### config.mk
export PLATFORM = sky130hd
export DESIGN_NAME = dmem_port_arbiter_flat
export DESIGN_NICKNAME = d
export VERILOG_FILES = /design/src/rtl/dmem_port_arbiter_pkg.sv /design/src/rtl/dmem_port_arbiter_if.sv /design/src/rtl/dmem_arb_starve_cnt.sv /design/src/rtl/dmem_port_arbiter.sv /design/src/flat_wrapper.sv
export SDC_FILE = /design/constraint.sdc
export NUM_CORES = 1
export LEC_CHECK = 0
export CAP_MARGIN = 20
export CORE_AREA = 2 2 158 160
export CTS_CLUSTER_DIAMETER = 50
export DETAILED_ROUTE_END_ITERATION = 12
export DIE_AREA = 0 0 160 162
export GPL_TIMING_DRIVEN = 0
export PLACE_DENSITY = 0.47
export SYNTH_ARGS = -nofsm -noshare
export SYNTH_HDL_FRONTEND = slang
export SYNTH_SLANG_ARGS = --single-unit
### constraint.sdc
create_clock -name clk -period 2.73 [get_ports clk]
set_clock_uncertainty 0.1 [all_clocks]
set_input_delay 0.546 -clock clk [delete_from_list [all_inputs] [get_ports clk]]
set_output_delay 0.546 -clock clk [all_outputs]
set_load 0.05 [all_outputs]
### src/rtl/dmem_port_arbiter_pkg.sv
// Shared definitions for the dmem port arbiter: read-return owner encoding and dmem address width default.
package dmem_port_arbiter_pkg;
    localparam logic [1:0] OWN_NONE = 2'b00;
    localparam logic [1:0] OWN_P0   = 2'b01;
    localparam logic [1:0] OWN_P1   = 2'b10;

    localparam int MEM_AW_DEFAULT = 8;

    typedef enum logic [1:0] {
        OWNER_NONE = OWN_NONE,
        OWNER_P0   = OWN_P0,
        OWNER_P1   = OWN_P1
    } owner_t;
endpackage

### src/rtl/dmem_port_arbiter_if.sv
// Requester and dmem bus of the dmem port arbiter. master = requesters plus dmem, slave = arbiter.
// Handshake: reqN is held with wrN/addrN/wdataN stable until gntN is seen high in the same cycle;
// gntN means the access went to dmem this cycle; a read returns on rdata one cycle later, flagged by rvalidN.
interface dmem_port_arbiter_if #(
    parameter int ADDR_WIDTH = 32,
    parameter int DATA_WIDTH = 64,
    parameter int MEM_AW     = dmem_port_arbiter_pkg::MEM_AW_DEFAULT
);
    logic                  req0, req1;
    logic                  wr0, wr1;
    logic [0:ADDR_WIDTH-1] addr0, addr1;
    logic [DATA_WIDTH-1:0] wdata0, wdata1;
    logic                  gnt0, gnt1;
    logic                  rvalid0, rvalid1;
    logic [DATA_WIDTH-1:0] rdata;
    logic                  memEn, memWrEn;
    logic [MEM_AW-1:0]     memAddr;
    logic [DATA_WIDTH-1:0] memDataIn;
    logic [DATA_WIDTH-1:0] memDataOut;

    modport master (
        output req0, req1, wr0, wr1, addr0, addr1, wdata0, wdata1, memDataOut,
        input  gnt0, gnt1, rvalid0, rvalid1, rdata, memEn, memWrEn, memAddr, memDataIn
    );

    modport slave (
        input  req0, req1, wr0, wr1, addr0, addr1, wdata0, wdata1, memDataOut,
        output gnt0, gnt1, rvalid0, rvalid1, rdata, memEn, memWrEn, memAddr, memDataIn
    );
endinterface

### src/rtl/dmem_arb_starve_cnt.sv
// Counts consecutive cycles port 1 requested and lost; force1 hands port 1 the next win once MAX_WAIT is reached.
module dmem_arb_starve_cnt #(
    parameter int MAX_WAIT = 4
) (
    input  logic       clk,
    input  logic       reset,
    input  logic       req1,
    input  logic       gnt1,
    output logic       force1,
    output logic [3:0] wait_cnt
);
    localparam logic [3:0] WAIT_LIMIT = 4'(MAX_WAIT);

    always_ff @(posedge clk or posedge reset) begin
        if (reset) begin
            wait_cnt <= 4'd0;
        end else if (gnt1 || !req1) begin
            wait_cnt <= 4'd0;
        end else if (wait_cnt != WAIT_LIMIT) begin
            wait_cnt <= wait_cnt + 4'd1;
        end
    end

    assign force1 = (wait_cnt == WAIT_LIMIT) && req1;
endmodule

### src/rtl/dmem_port_arbiter.sv
// Two-port arbiter in front of a single-port synchronous-read dmem; port 0 has priority, port 1 is starvation-protected.
// Define DMEM_ARB_STATS_EN to add grant/conflict statistics counters.
module dmem_port_arbiter
    import dmem_port_arbiter_pkg::*;
#(
    parameter int ADDR_WIDTH = 32,
    parameter int DATA_WIDTH = 64,
    parameter int MEM_AW     = MEM_AW_DEFAULT,
    parameter int MAX_WAIT   = 4
) (
    input  logic              clk,
    input  logic              reset,
    dmem_port_arbiter_if.slave bus,
    output owner_t            owner
`ifdef DMEM_ARB_STATS_EN
    ,
    output logic [31:0]       stat_gnt0,
    output logic [31:0]       stat_gnt1,
    output logic [31:0]       stat_conflict
`endif
);
    logic                  force1;
    logic [3:0]            wait_cnt;
    logic                  gnt0_c, gnt1_c;
    logic                  wr_sel;
    logic [MEM_AW-1:0]     addr_sel;
    logic [DATA_WIDTH-1:0] wdata_sel;
    logic                  rvalid0_q, rvalid1_q;

    dmem_arb_starve_cnt #(.MAX_WAIT(MAX_WAIT)) u_starve (
        .clk      (clk),
        .reset    (reset),
        .req1     (bus.req1),
        .gnt1     (gnt1_c),
        .force1   (force1),
        .wait_cnt (wait_cnt)
    );

    // Grants are gated by reset so every output drops the instant reset is asserted.
    always_comb begin
        gnt0_c    = 1'b0;
        gnt1_c    = 1'b0;
        wr_sel    = 1'b0;
        addr_sel  = '0;
        wdata_sel = '0;
        if (!reset) begin
            if (force1)        gnt1_c = 1'b1;
            else if (bus.req0) gnt0_c = 1'b1;
            else if (bus.req1) gnt1_c = 1'b1;
        end
        if (gnt0_c) begin
            wr_sel    = bus.wr0;
            addr_sel  = bus.addr0[ADDR_WIDTH-MEM_AW:ADDR_WIDTH-1];
            wdata_sel = bus.wdata0;
        end else if (gnt1_c) begin
            wr_sel    = bus.wr1;
            addr_sel  = bus.addr1[ADDR_WIDTH-MEM_AW:ADDR_WIDTH-1];
            wdata_sel = bus.wdata1;
        end
    end

    assign bus.gnt0      = gnt0_c;
    assign bus.gnt1      = gnt1_c;
    assign bus.memEn     = gnt0_c | gnt1_c;
    assign bus.memWrEn   = wr_sel;
    assign bus.memAddr   = addr_sel;
    assign bus.memDataIn = wdata_sel;
    assign bus.rdata     = bus.memDataOut;
    assign bus.rvalid0   = rvalid0_q;
    assign bus.rvalid1   = rvalid1_q;

    // Read-return owner: remembers which port's read is coming back from dmem next cycle.
    always_ff @(posedge clk or posedge reset) begin
        if (reset) begin
            owner     <= OWNER_NONE;
            rvalid0_q <= 1'b0;
            rvalid1_q <= 1'b0;
        end else begin
            rvalid0_q <= gnt0_c && !bus.wr0;
            rvalid1_q <= gnt1_c && !bus.wr1;
            if (gnt0_c && !bus.wr0)      owner <= OWNER_P0;
            else if (gnt1_c && !bus.wr1) owner <= OWNER_P1;
            else                         owner <= OWNER_NONE;
        end
    end

`ifdef DMEM_ARB_STATS_EN
    always_ff @(posedge clk or posedge reset) begin
        if (reset) begin
            stat_gnt0     <= 32'd0;
            stat_gnt1     <= 32'd0;
            stat_conflict <= 32'd0;
        end else begin
            if (gnt0_c)               stat_gnt0     <= stat_gnt0 + 32'd1;
            if (gnt1_c)               stat_gnt1     <= stat_gnt1 + 32'd1;
            if (bus.req0 && bus.req1) stat_conflict <= stat_conflict + 32'd1;
        end
    end
`endif
endmodule

### src/flat_wrapper.sv
// flat-port wrapper written by rule: the top's interface ports become plain ports
module dmem_port_arbiter_flat import dmem_port_arbiter_pkg::*;
#(
    parameter int ADDR_WIDTH = 32,
    parameter int DATA_WIDTH = 64,
    parameter int MEM_AW     = MEM_AW_DEFAULT,
    parameter int MAX_WAIT   = 4
)
  (clk, reset, owner, bus_req0, bus_req1, bus_wr0, bus_wr1, bus_addr0, bus_addr1, bus_wdata0, bus_wdata1, bus_memDataOut, bus_gnt0, bus_gnt1, bus_rvalid0, bus_rvalid1, bus_rdata, bus_memEn, bus_memWrEn, bus_memAddr, bus_memDataIn);
  dmem_port_arbiter_if #(.ADDR_WIDTH(ADDR_WIDTH), .DATA_WIDTH(DATA_WIDTH), .MEM_AW(MEM_AW)) bus_i ();
  input  logic clk;
  input  logic reset;
  output owner_t owner;
  input wire logic [$bits(bus_i.req0)-1:0] bus_req0;
  input wire logic [$bits(bus_i.req1)-1:0] bus_req1;
  input wire logic [$bits(bus_i.wr0)-1:0] bus_wr0;
  input wire logic [$bits(bus_i.wr1)-1:0] bus_wr1;
  input wire logic [$bits(bus_i.addr0)-1:0] bus_addr0;
  input wire logic [$bits(bus_i.addr1)-1:0] bus_addr1;
  input wire logic [$bits(bus_i.wdata0)-1:0] bus_wdata0;
  input wire logic [$bits(bus_i.wdata1)-1:0] bus_wdata1;
  input wire logic [$bits(bus_i.memDataOut)-1:0] bus_memDataOut;
  output wire logic [$bits(bus_i.gnt0)-1:0] bus_gnt0;
  output wire logic [$bits(bus_i.gnt1)-1:0] bus_gnt1;
  output wire logic [$bits(bus_i.rvalid0)-1:0] bus_rvalid0;
  output wire logic [$bits(bus_i.rvalid1)-1:0] bus_rvalid1;
  output wire logic [$bits(bus_i.rdata)-1:0] bus_rdata;
  output wire logic [$bits(bus_i.memEn)-1:0] bus_memEn;
  output wire logic [$bits(bus_i.memWrEn)-1:0] bus_memWrEn;
  output wire logic [$bits(bus_i.memAddr)-1:0] bus_memAddr;
  output wire logic [$bits(bus_i.memDataIn)-1:0] bus_memDataIn;
  assign bus_i.req0 = bus_req0;
  assign bus_i.req1 = bus_req1;
  assign bus_i.wr0 = bus_wr0;
  assign bus_i.wr1 = bus_wr1;
  assign bus_i.addr0 = bus_addr0;
  assign bus_i.addr1 = bus_addr1;
  assign bus_i.wdata0 = bus_wdata0;
  assign bus_i.wdata1 = bus_wdata1;
  assign bus_i.memDataOut = bus_memDataOut;
  assign bus_gnt0 = bus_i.gnt0;
  assign bus_gnt1 = bus_i.gnt1;
  assign bus_rvalid0 = bus_i.rvalid0;
  assign bus_rvalid1 = bus_i.rvalid1;
  assign bus_rdata = bus_i.rdata;
  assign bus_memEn = bus_i.memEn;
  assign bus_memWrEn = bus_i.memWrEn;
  assign bus_memAddr = bus_i.memAddr;
  assign bus_memDataIn = bus_i.memDataIn;
  dmem_port_arbiter #(.ADDR_WIDTH(ADDR_WIDTH), .DATA_WIDTH(DATA_WIDTH), .MEM_AW(MEM_AW), .MAX_WAIT(MAX_WAIT)) u_core (.clk(clk), .reset(reset), .bus(bus_i), .owner(owner));
endmodule
# ---- Word level (Yosys, flattened, before mapping)
# Index checks and enable logic that the tools add are counted.
dict set report op_classes {
  n_addsub 1
  eq_ne 2
  n_mux 17
  bitwise_logic 1
  n_reduce_logical 8
}
# operator n
set ops {}
lappend ops {{two-way mux 64 bit} 2}
lappend ops {{two-way mux 8 bit} 2}
lappend ops {{two-way mux 1 bit} 9}
lappend ops {{two-way mux 4 bit} 2}
lappend ops {{adder 4 x 1 -> 4 bit (second input constant)} 1}
lappend ops {{equality test 4 x 3 -> 1 bit (second input constant)} 1}
lappend ops {{two-way mux 2 bit} 2}
lappend ops {{inequality test 4 x 3 -> 1 bit (second input constant)} 1}
lappend ops {{logical AND 1 bit} 3}
lappend ops {{logical NOT 1 bit} 3}
lappend ops {{nonzero test 2 bit} 1}
lappend ops {{logical OR 1 bit} 1}
lappend ops {{OR 1 bit} 1}
dict set report totals {
  ff_bits 8
  inputBits 262
  out_inout_bits 144
  word_cells 33
}

# ---- Logic depth before layout (Yosys ltp)
dict set report depth {
  depth_word 7
  mapped_depth 7
  mapped_depth_nobuf 5
}

# ---- Cells and area by module
# A second synthesis with hierarchy kept.
dict set report unflattened {
  cells_unflattened 358
  hier_area_um2 2170.8
}
# mod instances cells_per_inst area_per_inst_um2 seq_area_each_um2
set by_module_without_submodules {}
lappend by_module_without_submodules {dmem_port_arbiter 1 332 1905.6 75.1}
lappend by_module_without_submodules {dmem_arb_starve_cnt 1 26 265.3 100.1}

# ---- Least setup slack after synthesis
# Ideal clock, no wire load.
dict set report synth_timing {
  path_kind {input -> output}
  start {input port reset}
  end {output port bus_memDataIn[55]}
  arrival_ns 2.107
  required_ns 2.084
  slack_ns -0.023
  stages 4
  n_path_buf 1
  path_cell_list {inv_1 > o211a_1 > clkbuf_1 > a22o_1}
}
dict set report synth_between {
  word_cells_on_any_way 4
  cone_classes {mux: 4}
}
# item line
set synth_rtl {}
lappend synth_rtl {{from (decl)} flat_wrapper.sv:12} ;# input logic reset;
lappend synth_rtl {{two-way mux 1 bit} dmem_port_arbiter.sv:46} ;# if (!reset) begin
lappend synth_rtl {{via bus_gnt0} flat_wrapper.sv:23} ;# output wire logic [$bits(bus_i.gnt0)-1:0] bus_gnt0;
lappend synth_rtl {{two-way mux 64 bit} dmem_port_arbiter.sv:51} ;# if (gnt0_c) begin
lappend synth_rtl {{to (decl)} flat_wrapper.sv:31} ;# output wire logic [$bits(bus_i.memDataIn)-1:0] bus_memDataIn;
# The timed path passes the listed nets, and every way through them passes these cells.

# ---- Worst setup path in the final report
dict set report layout_timing {
  start {register u_core.u_starve.wait_cnt[1]}
  end {output port bus_memDataIn[50]}
}
dict set report layout_between {
  elab_chain_len 6
  word_cells_on_any_way 8
  cone_classes {eq/ne: 1; mux: 6; reduce/logical: 1}
}
# item line
set layout_lines {}
lappend layout_lines {{from (decl)} dmem_arb_starve_cnt.sv:10} ;# output logic [3:0] wait_cnt
lappend layout_lines {{from (signal assigned)} dmem_arb_starve_cnt.sv:20} ;# wait_cnt <= wait_cnt + 4'd1;
lappend layout_lines {{equality test 4 x 3 -> 1 bit (*)} dmem_arb_starve_cnt.sv:24} ;# assign force1 = (wait_cnt == WAIT_LIMIT) && req1;
lappend layout_lines {{logical AND 1 bit (*)} dmem_arb_starve_cnt.sv:24}
lappend layout_lines {{two-way mux 1 bit} dmem_port_arbiter.sv:47} ;# if (force1) gnt1_c = 1'b1;
lappend layout_lines {{two-way mux 1 bit} dmem_port_arbiter.sv:46}
lappend layout_lines {{two-way mux 64 bit} dmem_port_arbiter.sv:55} ;# end else if (gnt1_c) begin
lappend layout_lines {{two-way mux 64 bit (*)} dmem_port_arbiter.sv:51}
# Every way passes the cells marked *; elsewhere a longest branch is shown, timed or not.

==> run metrics <==
status=complete, no violations; Vias=2640; total gr overflow=0; final setup violation count=0; number of synthesized register bits=7; Worst setup EP type=output pin; Antenna Nets Post-Route=0; Synth area leader=a22o_1; Skew-Pair Late Insertion Delay=0.23 ns; Slew Viols, Final=0; CP bufs+invs=5; Syn Nets=451; Setup WS pre-CTS=-1.49 ns; Site Rows=57; Max VDD drop=0.239 mV; H-tree levels=1; WL/cell=13.6 µm; mapped cell area=0.00158 mm²; Filler Cells Inserted=2722; setup tns final=0 ns; clock sink count=7; Top Ports=406; Area Growth Syn to Fin=230%; fin cells=821; initial core utilization=6.56%; number of global-route vias before repair=2646; number of synthesized flops with an enable pin=0; PD cells=289 mW/mm²; Post-synth ARST share=100%; TritonRoute pass-1 iters=4; min cycle time layout=2.67 ns; post-synth cell types=22; CTS tree=done; Post-CTS Hold Fix Bufs=0; First DRT Iteration DRCs=83; n_diodes=0; clk slew on worst S/H paths=0.04 ns; dpl hpwl=9.18 mm; Worst-Margin Slew=0.553 ns; Max FO, Critical Path=6; first-pass GRT wire length=15.0 mm; Primary FF master, synth=dfrtp_1; # Max-Cap Violations=0; routability cong.=0.696; die area=0.0259 mm²; Area contributors post-synth=a22o_1 40%, buf_4 31%, dfrtp_1 11%; Reg-to-Reg Start=u_core.u_starve.wait_cnt[1]$_DFFE_PP0P_; most common cell in the netlist=a22o_1; critical path class=reg -> out; sequential-to-total area share from yosys stat=11.1%; DRC viols=0; Post-Syn Instances=187; die height=162 µm; number of antenna violations at the first check in global routing=0; crit path launch=u_core.u_starve.wait_cnt[1]$_DFFE_PP0P_; period utilization=97.8%; share of layout cells above drive strength 1=36.6%; Critical Path Start Type=flip-flop; Ys Warns=0; cts bufs inserted=3; CTS root buf=clkbuf_16; Reg2Reg Depth=7; Setup WS post-layout=0.0609 ns; Nets=762; worst-case clock buffer depth=2; Cells after DPL=804; Worst Path Required=2.08 ns; crit-path cells=inv_2 -> ha_4 -> nand3b_4 -> a211oi_4 -> buf_12 -> buf_12 -> clkbuf_16 -> a22o_1 -> buf_6; leakage=2.27 nW; final hold violations=0; CP top delay family=buffers and inverters; final wirelength=11.1 mm; pin count of the biggest net entering global routing=11; max frequency=375 MHz; Crit-path slowest cell=dfrtp_1; Rel. slew slack=63.0%; Port Buf Inserts=293; most instantiated cells after synthesis=73 x a22o_1, 66 x buf_4, 8 x buf_2, 7 x dfrtp_1; critical path data arrival time=2.02 ns; Synth top area share=40.5%; vias per inst=3.22; RSZ-0062 raised after global routing=yes; WP depth=9; Die X=160 µm; total track usage=7.34%; Placeable Area=0.0241 mm²; Avg Inst Size Synth=8.45 µm²; Min-Delay Path Class=in -> async; Critical Path Most Common Cell=buf_12; slowest stage delay, CP=0.38 ns
[stage by stage]
step                      instance area [µm²]  hold slack [ns]  total power (W)  util [%]
final                                    5220            0.457          0.00151      21.6
after global placement                   4920            0.454          0.00122      20.4
after floorplan                          1580            0.257         0.000737         -
after global routing                     5220            0.498          0.00156      21.6
after detailed placement                 4920            0.452          0.00122      20.4
after CTS                                5020            0.365          0.00149      20.8
[where the power goes]
| part | internal, W | switching (W) | total (W) |
|---|---|---|---|
| registers | 0.000109 | 0.00000293 | 0.000112 |
| logic | 0.000525 | 0.000622 | 0.00115 |
| clock network | 0.000194 | 0.0000550 | 0.000249 |
| total | 0.000828 | 0.000680 | 0.00151 |
[registers in the layout, summed over array words and instances (netlist names)]
register,count
u_core.u_starve.wait_cnt,4
u_core.owner,2
u_core.bus.rvalid1,1
[layer usage]
layer	GRT usage, %	part of all wire (%)
met5	0	0
met4	0.860	0.83
met3	1.53	8.0
met2	14.4	53
met1	8.37	38
[cell families after synthesis]
logic type | after synthesis | share of synthesized area, %
AND/OR/NAND/NOR | 12 | 4.83
adder cells (fa/ha/maj) | 2 | 1.58
AO/OA/AOI/OAI | 80 | 44.0
buffers and inverters | 85 | 37.9
flip-flops | 7 | 11.1
XOR/XNOR | 1 | 0.554
[worst register-to-register path, cell delays in order (launching register included)]
cell and delay (ns):
dfrtp_1 0.38, inv_2 0.07, ha_4 0.14, nand3b_4 0.11
a211oi_4 0.28, buf_12 0.18, clkbuf_4 0.21, nor2b_1 0.14
[placed cells by master (no fill, tap or decap), types with 2 or more instances in the layout]
cell type        synthesis  layout
a22o_1                  73      71
a22o_4                   0       2
buf_12                   0       4
buf_2                    8       9
buf_4                   66     104
buf_6                    3      32
buf_8                    0       2
clkbuf_16                0       6
clkbuf_2                 0       2
clkbuf_4                 0      10
clkdlybuf4s15_2          0       2
clkdlybuf4s50_1          0     215
dfrtp_1                  7       7
dlygate4sd2_1            0       2
inv_2                    0       2
nand3_1                  3       3
nor2_1                   2       2
nor2b_1                  3       3
o21ai_0                  2       2
[area by class of cell]
class | instances | area (µm²) | share of cell area [%]
buffer | 80 | 654 | 12.5
clock buffer | 4 | 78.8 | 1.51
inverter | 4 | 17.5 | 0.336
multi-input combinational | 95 | 851 | 16.3
sequential | 7 | 175 | 3.36
tap | 324 | 405 | 7.77
timing repair buffer | 307 | 3040 | 58.2
[final timing paths]
check | end | slack [ns]
worst max register to register | u_core.bus.rvalid1$_DFF_PP0_ | 1.04
max in group asynchronous | u_core.owner[1]$_DFF_PP0_ | 1.95
min in group clk | u_core.u_starve.wait_cnt[2]$_DFFE_PP0P_ | 0.47
worst min register to register | u_core.u_starve.wait_cnt[2]$_DFFE_PP0P_ | 0.47
worst max-delay path | bus_memDataIn[50] | 0.06
worst min-delay path | u_core.u_starve.wait_cnt[0]$_DFFE_PP0P_ | 0.46
[what timing repair did]
item | 4_1_cts | 5_1_grt
gates cloned | 1 | 3
pin swaps | 4 | 20
resized for setup | 478 | 33
buffers inserted | 4 | 6
endpoints found under the setup margin | 76 | 73
Note: power is estimated with default switching activity, not from simulation.
